File: config.mk
export PLATFORM = sky130hd
export DESIGN_NAME = reg_file_sb_flat
export DESIGN_NICKNAME = d
export VERILOG_FILES = /design/src/rtl/reg_file_sb_pkg.sv /design/src/rtl/reg_file_sb_if.sv /design/src/rtl/reg_file_sb_scoreboard.sv /design/src/rtl/reg_file_sb.sv /design/src/flat_wrapper.sv
export SDC_FILE = /design/constraint.sdc
export NUM_CORES = 1
export LEC_CHECK = 0
export BUFFER_PORTS_ARGS = -buffer_cell sky130_fd_sc_hd__buf_2
export CAP_MARGIN = 5
export CORE_ASPECT_RATIO = 2
export CORE_UTILIZATION = 50
export CTS_CLUSTER_DIAMETER = 40
export DETAILED_ROUTE_END_ITERATION = 12
export HOLD_SLACK_MARGIN = 0.03
export PLACE_DENSITY = 0.77
export SLEW_MARGIN = 20
export SYNTH_ARGS = -nofsm -noshare
export SYNTH_HDL_FRONTEND = slang
export SYNTH_SLANG_ARGS = --single-unit
File: constraint.sdc
create_clock -name clk -period 6.9 [get_ports clk]
set_input_delay 0.69 -clock clk [delete_from_list [all_inputs] [get_ports clk]]
set_output_delay 0.69 -clock clk [all_outputs]
set_load 0.02 [all_outputs]
File: src/rtl/reg_file_sb_pkg.sv
// Shared defaults for the tiny-core register file with bypass and busy scoreboard.
package reg_file_sb_pkg;
    localparam int DEF_DATA_W = 8;
    localparam int DEF_ADDR_W = 3;
    localparam int NREG       = 1 << DEF_ADDR_W;
endpackage

File: src/rtl/reg_file_sb_if.sv
// Decode/issue and writeback bundle of the register file; master drives requests, slave is the file.
interface reg_file_sb_if
    import reg_file_sb_pkg::*;
#(
    parameter int DATA_W = DEF_DATA_W,
    parameter int ADDR_W = DEF_ADDR_W
);
    logic              wr_en;
    logic [ADDR_W-1:0] wr_addr;
    logic [DATA_W-1:0] wr_data;
    logic [ADDR_W-1:0] rd1_addr;
    logic [ADDR_W-1:0] rd2_addr;
    logic [DATA_W-1:0] rd1_data;
    logic [DATA_W-1:0] rd2_data;
    logic              rd1_rdy;
    logic              rd2_rdy;
    logic              iss_valid;
    logic [ADDR_W-1:0] iss_addr;
    logic              iss_ok;
    logic              flush;
    logic [ADDR_W:0]   busy_cnt;

    modport master (
        output wr_en, wr_addr, wr_data, rd1_addr, rd2_addr, iss_valid, iss_addr, flush,
        input  rd1_data, rd2_data, rd1_rdy, rd2_rdy, iss_ok, busy_cnt
    );

    modport slave (
        input  wr_en, wr_addr, wr_data, rd1_addr, rd2_addr, iss_valid, iss_addr, flush,
        output rd1_data, rd2_data, rd1_rdy, rd2_rdy, iss_ok, busy_cnt
    );
endinterface

File: src/rtl/reg_file_sb_scoreboard.sv
// Per-register busy bits and their registered population count.
module reg_file_scoreboard
    import reg_file_sb_pkg::*;
#(
    parameter int ADDR_W = DEF_ADDR_W,
    parameter int NREG_P = 1 << ADDR_W
) (
    input  logic              clk,
    input  logic              rst,
    input  logic              flush,
    input  logic              set_en,
    input  logic [ADDR_W-1:0] set_addr,
    input  logic              clr_en,
    input  logic [ADDR_W-1:0] clr_addr,
    output logic [NREG_P-1:0] busy,
    output logic [ADDR_W:0]   busy_cnt
);
    logic [NREG_P-1:0] busy_r;
    logic [NREG_P-1:0] busy_nxt_s;
    logic [ADDR_W:0]   cnt_r;

    function automatic logic [ADDR_W:0] popcount(input logic [NREG_P-1:0] v);
        logic [ADDR_W:0] c;
        c = {(ADDR_W+1){1'b0}};
        for (int i = 0; i < NREG_P; i++) begin
            c = c + {{ADDR_W{1'b0}}, v[i]};
        end
        return c;
    endfunction

    // Next busy vector: flush beats a new producer, which beats a writeback clear.
    always_comb begin
        busy_nxt_s = busy_r;
        for (int i = 0; i < NREG_P; i++) begin
            if (flush) begin
                busy_nxt_s[i] = 1'b0;
            end else if (set_en && (set_addr == ADDR_W'(i))) begin
                busy_nxt_s[i] = 1'b1;
            end else if (clr_en && (clr_addr == ADDR_W'(i))) begin
                busy_nxt_s[i] = 1'b0;
            end else begin
                busy_nxt_s[i] = busy_r[i];
            end
        end
        busy_nxt_s[0] = 1'b0;
    end

    // Busy state and its count advance together so the count never lags the bits.
    always_ff @(posedge clk or posedge rst) begin
        if (rst) begin
            busy_r <= {NREG_P{1'b0}};
            cnt_r  <= {(ADDR_W+1){1'b0}};
        end else begin
            busy_r <= busy_nxt_s;
            cnt_r  <= popcount(busy_nxt_s);
        end
    end

    assign busy     = busy_r;
    assign busy_cnt = cnt_r;
endmodule

File: src/rtl/reg_file_sb.sv
// Register file with two async read ports, one write port, optional write-to-read bypass
// and a busy scoreboard telling issue logic when operands and destinations are free.
module reg_file_sb
    import reg_file_sb_pkg::*;
#(
    parameter int DATA_W = DEF_DATA_W,
    parameter int ADDR_W = DEF_ADDR_W,
    parameter int BYPASS = 1
) (
    input  logic         clk,
    input  logic         rst,
    reg_file_sb_if.slave bus
);
    localparam int NR = 1 << ADDR_W;
    localparam logic [ADDR_W-1:0] ZERO_ADDR = {ADDR_W{1'b0}};

    logic [DATA_W-1:0] regs_r [NR];
    logic [NR-1:0]     busy_s;
    logic              wr_act_s;
    logic              byp1_s;
    logic              byp2_s;
    logic              iss_ok_s;
    logic              set_en_s;
    logic [DATA_W-1:0] rd1_s;
    logic [DATA_W-1:0] rd2_s;

    assign wr_act_s = bus.wr_en && (bus.wr_addr != ZERO_ADDR);

    // Storage; r0 is never written so it stays at its reset value of zero.
    always_ff @(posedge clk or posedge rst) begin
        if (rst) begin
            for (int i = 0; i < NR; i++) begin
                regs_r[i] <= {DATA_W{1'b0}};
            end
        end else if (wr_act_s) begin
            regs_r[bus.wr_addr] <= bus.wr_data;
        end
    end

    // Read muxes with forwarding of the in-flight writeback value.
    always_comb begin
        byp1_s = (BYPASS != 32'sd0) && bus.wr_en && (bus.wr_addr == bus.rd1_addr);
        byp2_s = (BYPASS != 32'sd0) && bus.wr_en && (bus.wr_addr == bus.rd2_addr);
        if (bus.rd1_addr == ZERO_ADDR) begin
            rd1_s = {DATA_W{1'b0}};
        end else if (byp1_s) begin
            rd1_s = bus.wr_data;
        end else begin
            rd1_s = regs_r[bus.rd1_addr];
        end
        if (bus.rd2_addr == ZERO_ADDR) begin
            rd2_s = {DATA_W{1'b0}};
        end else if (byp2_s) begin
            rd2_s = bus.wr_data;
        end else begin
            rd2_s = regs_r[bus.rd2_addr];
        end
    end

    // A destination still owned by an earlier producer stalls issue (WAW).
    assign iss_ok_s = !bus.flush && ((bus.iss_addr == ZERO_ADDR) || !busy_s[bus.iss_addr]);
    assign set_en_s = bus.iss_valid && iss_ok_s && (bus.iss_addr != ZERO_ADDR);

    reg_file_scoreboard #(.ADDR_W(ADDR_W), .NREG_P(NR)) u_sb (
        .clk      (clk),
        .rst      (rst),
        .flush    (bus.flush),
        .set_en   (set_en_s),
        .set_addr (bus.iss_addr),
        .clr_en   (wr_act_s),
        .clr_addr (bus.wr_addr),
        .busy     (busy_s),
        .busy_cnt (bus.busy_cnt)
    );

    assign bus.rd1_data = rd1_s;
    assign bus.rd2_data = rd2_s;
    assign bus.rd1_rdy  = !busy_s[bus.rd1_addr] || byp1_s;
    assign bus.rd2_rdy  = !busy_s[bus.rd2_addr] || byp2_s;
    assign bus.iss_ok   = iss_ok_s;
endmodule
File: src/flat_wrapper.sv
// flat-port wrapper written by rule: the top's interface ports become plain ports
module reg_file_sb_flat import reg_file_sb_pkg::*;
#(
    parameter int DATA_W = DEF_DATA_W,
    parameter int ADDR_W = DEF_ADDR_W,
    parameter int BYPASS = 1
)
  (clk, rst, bus_wr_en, bus_wr_addr, bus_wr_data, bus_rd1_addr, bus_rd2_addr, bus_iss_valid, bus_iss_addr, bus_flush, bus_rd1_data, bus_rd2_data, bus_rd1_rdy, bus_rd2_rdy, bus_iss_ok, bus_busy_cnt);
  reg_file_sb_if #(.DATA_W(DATA_W), .ADDR_W(ADDR_W)) bus_i ();
  input  logic clk;
  input  logic rst;
  input wire logic [$bits(bus_i.wr_en)-1:0] bus_wr_en;
  input wire logic [$bits(bus_i.wr_addr)-1:0] bus_wr_addr;
  input wire logic [$bits(bus_i.wr_data)-1:0] bus_wr_data;
  input wire logic [$bits(bus_i.rd1_addr)-1:0] bus_rd1_addr;
  input wire logic [$bits(bus_i.rd2_addr)-1:0] bus_rd2_addr;
  input wire logic [$bits(bus_i.iss_valid)-1:0] bus_iss_valid;
  input wire logic [$bits(bus_i.iss_addr)-1:0] bus_iss_addr;
  input wire logic [$bits(bus_i.flush)-1:0] bus_flush;
  output wire logic [$bits(bus_i.rd1_data)-1:0] bus_rd1_data;
  output wire logic [$bits(bus_i.rd2_data)-1:0] bus_rd2_data;
  output wire logic [$bits(bus_i.rd1_rdy)-1:0] bus_rd1_rdy;
  output wire logic [$bits(bus_i.rd2_rdy)-1:0] bus_rd2_rdy;
  output wire logic [$bits(bus_i.iss_ok)-1:0] bus_iss_ok;
  output wire logic [$bits(bus_i.busy_cnt)-1:0] bus_busy_cnt;
  assign bus_i.wr_en = bus_wr_en;
  assign bus_i.wr_addr = bus_wr_addr;
  assign bus_i.wr_data = bus_wr_data;
  assign bus_i.rd1_addr = bus_rd1_addr;
  assign bus_i.rd2_addr = bus_rd2_addr;
  assign bus_i.iss_valid = bus_iss_valid;
  assign bus_i.iss_addr = bus_iss_addr;
  assign bus_i.flush = bus_flush;
  assign bus_rd1_data = bus_i.rd1_data;
  assign bus_rd2_data = bus_i.rd2_data;
  assign bus_rd1_rdy = bus_i.rd1_rdy;
  assign bus_rd2_rdy = bus_i.rd2_rdy;
  assign bus_iss_ok = bus_i.iss_ok;
  assign bus_busy_cnt = bus_i.busy_cnt;
  reg_file_sb #(.DATA_W(DATA_W), .ADDR_W(ADDR_W), .BYPASS(BYPASS)) u_core (.clk(clk), .rst(rst), .bus(bus_i));
endmodule
======== Word-level counts from Yosys, hierarchy flattened ========
Index checks and enable logic that the tools add are counted.
word-level totals
  input bits .............................. 25
  register bits after elaboration ......... 75
  word-level logic and storage cells ...... 115
  output and inout port bits .............. 23
operators by class
  $lt $le $gt $ge ......................... 7
  reductions and logical operators ........ 33
  multiplexer cells ....................... 40
  equal/unequal tests ..................... 16
  add/sub/neg operators ................... 6
  bitwise operators ....................... 3
operators with widths
  operator                                                               count
  8-bit 2-to-1 mux                                                       9
  64-bit bitwise mux                                                     1
  8-bit binary-select mux with 3-bit select                              2
  8-bit demux with 3-bit select                                          1
  3-bit equality test, second input constant                             8
  1-bit 2-to-1 mux                                                       24
  1-bit logical AND                                                      21
  4-bit by 1-bit adder with 4-bit output                                 3
  3-bit by 2-bit equality test with 1-bit output, second input constant  4
  4-bit greater-or-equal comparator, second input constant               3
  3-bit by 4-bit < comparator with 1-bit output, second input constant   3
  3-bit NOT with 4-bit output                                            3
  1-bit binary-select mux with 3-bit select                              3
  3-bit logical NOT                                                      3
  3-bit by 1-bit equality test with 1-bit output, second input constant  2
  3-bit equality test                                                    2
  3-bit nonzero test                                                     2
  3-bit by 1-bit adder with 4-bit output                                 1
  1-bit logical NOT                                                      4
  4-bit by 1-bit < comparator with 1-bit output, second input constant   1
  2-bit by 1-bit adder with 3-bit output                                 1
  1-bit logical OR                                                       3
  1-bit by 1-bit adder with 2-bit output                                 1

======== Depth between registers and ports, before layout ========
  word-level depth ........................ 16
  depth in mapped cells ................... 12

======== Modules after synthesis ========
From an unflattened synthesis, not the netlist that was laid out.
unflattened totals
  cells, all modules ...................... 313
  area, all modules ....................... 4561.9 um2
modules (own cells, without submodules)
  module               area an instance (um2)  cells an instance  sequential area each (um2)  times used
  reg_file_sb          3966.3                  263                1601.5                      1
  reg_file_scoreboard  595.6                   50                 250.2                       1

======== Least setup slack after synthesis ========
OpenSTA, ideal clock, no wires.
  kind .................................... input -> register
  start point ............................. input bus_wr_en
  end point ............................... register u_core.u_sb.cnt_r[1], in the netlist u_core.u_sb.busy_cnt[1]
  buffers on the path ..................... 2
  setup time .............................. 135 ps
  arrival time ............................ 3631 ps
  stages on the path ...................... 12
  path slack .............................. 3133 ps
  path through ............................ buf_2 > nor4bb_1 > buf_2 > clkinv_1 > a21oi_1 > nor2_1 > fa_1 > inv_1 > fa_1 > fa_1 > inv_1 > fa_1
on the way
  word-level cells in the longest chain between the ends .. 11
  elaborated cells on any way between the ends .. 35
RTL lines
  element                                               line                          source
  start, declared                                       flat_wrapper.sv:12            input wire logic [$bits(bus_i.wr_en)-1:0] bus_wr_en;
  1-bit logical AND                                     reg_file_sb.sv:27             assign wr_act_s = bus.wr_en && (bus.wr_addr != ZERO_ADDR);
  1-bit logical AND                                     reg_file_sb_scoreboard.sv:39  end else if (clr_en && (clr_addr == ADDR_W'(i))) begin
  1-bit 2-to-1 mux                                      reg_file_sb_scoreboard.sv:39
  1-bit 2-to-1 mux                                      reg_file_sb_scoreboard.sv:37  end else if (set_en && (set_addr == ADDR_W'(i))) begin
  1-bit 2-to-1 mux                                      reg_file_sb_scoreboard.sv:35  if (flush) begin
  via u_core.u_sb.busy_nxt_s[2]                         reg_file_sb_scoreboard.sv:19  logic [NREG_P-1:0] busy_nxt_s;
  1-bit by 1-bit adder with 2-bit output                reg_file_sb_scoreboard.sv:26  c = c + {{ADDR_W{1'b0}}, v[i]};
  2-bit by 1-bit adder with 3-bit output                reg_file_sb_scoreboard.sv:26
  3-bit by 1-bit adder with 4-bit output                reg_file_sb_scoreboard.sv:26
  4-bit by 1-bit adder with 4-bit output (3 in series)  reg_file_sb_scoreboard.sv:26
  end signal, assigned                                  reg_file_sb_scoreboard.sv:52  cnt_r <= {(ADDR_W+1){1'b0}};
  end signal, assigned                                  reg_file_sb_scoreboard.sv:55  cnt_r <= popcount(busy_nxt_s);
  end, declared                                         reg_file_sb_scoreboard.sv:20  logic [ADDR_W:0] cnt_r;
The timed path passes the listed nets, and every way through them passes these cells.
A chain may end at the register's enable or synchronous reset.

======== Worst setup path in the final report ========
Ends and elaborated chain as after synthesis.

==> out/results.ini <==
[yosys]
synth.avg_cell_area_sq_um=12.2
syn_inst=354
syn_area_sq_um=4340
synth.distinct_cells=36
yosys.area.top_type=dfrtp_1
ys_ff_latch=74
ys_top_cells_by_area=dfrtp_1 (43%), mux4_2 (18%), mux2_2 (11%)
syn_nets=383
synth_top_area_share_pct=42.7
synth-warning-count=0
ys_seq_area_share_pct=42.7

[die]
fp.dieH_um=134
row_count=47
start_util_pct=51.9
die_area_sq_um=9070
core-area_sq_um=8350
io_pins=48
fp.dieW_um=67.8

[flow_run]
maxCapViolCount=0

[timing]
fin_crit_sh_pct=54.8
relSlewSlack_pct=37.5
setup_violations=0
setup_slack_ns=3.12
final-hold-violation-count=0
grt_setup_unrepaired=no
min_period_ns=3.78
slew_violations=0
clock-skew-final_ns=0.00194
fmax_mhz=265
setup_tns_ns=0
max_slew.worst_pin.slew_ns=0.937

[final_layout]
drive_gt1_share_pct=39.2
final_nets=408
diodes=0
final_util_pct=57.6
final_cells=481
area_growth_pct=11.0

[worst_setup_path]
crit_arrival_ns=3.99
r2r_setup_slack_ns=3.26
cp.required_ns=7.11
r2r_start=u_core.u_sb.busy[7]
end_kind=flip-flop
reg2reg_to=u_core.u_sb.busy_cnt[1]
path_delay_family=adder cells
cp_cell_sequence=buf_2, nor4bb_1, buf_4, clkinv_1, a21oi_1, nor2_1, fa_1, inv_1, fa_1, fa_1, inv_1, fa_1
path_max_fanout=9
critical_path_class=in2reg
slowest_delay_ns=0.55
crit_path_frequent_cell=fa_1
r2r.worst_path.cells=9
path_buf_inv=5
critPathLaunchType=input pin
cp_slowest_cell=fa_1

[clocking]
clk_pin_slew_ns=0.06
clockBufferDepth=2
hold_buffers=0
clock-sinks=74
cts_tree=done
post-cts-setup-buffer-count=0
cts_resized=0
root_buffer=clkbuf_16
htreeDepth=3
clk_latency_ns=0.34
cts_made_buffers=9

[hold_path]
min_path_type=reg2reg
hold_end=u_core.regs_r[63]
hp-start=u_core.regs_r[63]
whs_path_depth=0

[run_status]
status=complete, no violations

[grt]
antenna_found_initial=0
first_global_vias=3171
grt_use_total_pct=27.0
gr-total-overflow=0
grt_pass1_wl_um=17000
grt_max_degree=75

[placed_design]
place.gp.congestion=0.887
dp.cells=466
port_buffers=46
detailed_place_hpwl_um=7460
pre_cts_slack_ns=2.77

[power]
p_leak_uw=0.00217
powerDensity_nw_per_um2=272
peakVddDrop_mv=0.142

[route]
via_per_inst=6.26
dr.pass1.iters=4
wire_per_inst_um=22.5
route.detailed.drc=0
num_vias=3010
drtIter0Drc=170
ant_nets=0
routed_wl_um=10800

==> cells in the mapped netlist, drive strengths merged <==
cell type and number:
or2b 1, conb 1, buf 19, nand2 56
a211oi 17, a21oi 4, o21a 2, nand4bb 1
nor2 19, clkbuf 16, nand3b 1, nand2b 3
nand4b 3, nor4bb 2, or3b 1, dfrtp 74
inv 9, clkinv 2, nand3 3, mux2i 16
nor3 6, mux4 35, or2 1, o21ai 3
fa 4, o211ai 2, o32ai 1, xnor2 6
nand4 3, mux2 43
==> flip-flops by register name, summed over array words and instances, names as in the netlist <==
register / cells
u_core.regs_r: 64
u_core.u_sb.busy_cnt: 3
u_core.u_sb.busy: 7
==> area by class of cell <==
type                       instances  area (sq um)
fill                             694          3540
multi-input combinational        234          2270
sequential                        74          1850
clock buffer                      13           260
timing repair buffer              49           253
tap                               98           123
inverter                          11          41.3
clock inverter                     2          12.5
==> stage by stage <==
step	total power (uW)	hold slack [ns]	area [sq um]
2_1_floorplan	791	0.441	4340
3_3_place_gp	871	0.377	4530
3_5_place_dp	885	0.383	4530
4_1_cts	1320	0.396	4800
5_1_grt	1370	0.415	4810
6_report	1310	0.395	4810
==> routing by layer <==
metal	vias to the layer above	GRT usage (%)	part of all wire (%)
met4	0	16.1	5.4
met3	35	3.42	5.5
met2	122	47.1	55
met1	1526	29.7	34
li1	1327	-	-
met5	-	0	0
==> worst max path at each step <==
| stage | start | slack, ns | cells past startpoint | endpoint |
|---|---|---|---|---|
| floorplan | bus_wr_en | 3.13 | 12 | u_core.u_sb.busy_cnt[1] |
| global placement | bus_wr_en | 2.87 | 12 | u_core.u_sb.busy_cnt[1] |
| detailed placement | bus_wr_en | 2.77 | 12 | u_core.u_sb.busy_cnt[1] |
| CTS | bus_wr_en | 3.12 | 12 | u_core.u_sb.busy_cnt[1] |
| global route | bus_wr_en | 2.83 | 12 | u_core.u_sb.busy_cnt[1] |
| finish | bus_wr_en | 3.12 | 12 | u_core.u_sb.busy_cnt[1] |
==> cells in the final DEF (no fill, tap or decap), types with 4 or more instances in the layout <==
cell,instances
nor2_1,19
buf_2,46
clkbuf_16,9
mux2_2,43
fa_1,4
nand2_1,56
mux4_2,35
xnor2_1,6
a21oi_1,4
mux2i_1,16
dfrtp_1,74
a211oi_1,17
inv_1,8
==> logic make-up (layout without fill, tap and decap cells) <==
family / after synthesis / after routing / synth area share, %
multiplexers: 94 / 94 / 33.0
AO/OA/AOI/OAI: 29 / 29 / 4.73
other: 1 / 1 / 0.0865
adder cells (fa/ha/maj): 4 / 4 / 1.85
buffers and inverters: 46 / 75 / 5.17
XOR/XNOR: 6 / 6 / 1.21
flip-flops: 74 / 74 / 42.7
AND/OR/NAND/NOR: 100 / 100 / 11.2
==> worst reg2reg max path, delay by kind of cell (launching register included) <==
kind / cells / cell delay [ns]
compound gates: 1 / 0.44
fa+ha+maj: 4 / 1.71
buf+inv: 2 / 0.17
flops: 1 / 0.42
mux: 1 / 0.50
simple gates: 1 / 0.27
==> report_power, final <==
part	internal [uW]	total [uW]	switching, uW
Combinational	162	314	152
Sequential	507	564	57.3
Clock	260	430	170
Total	929	1310	380
Note: power is estimated with default switching activity, not from simulation.
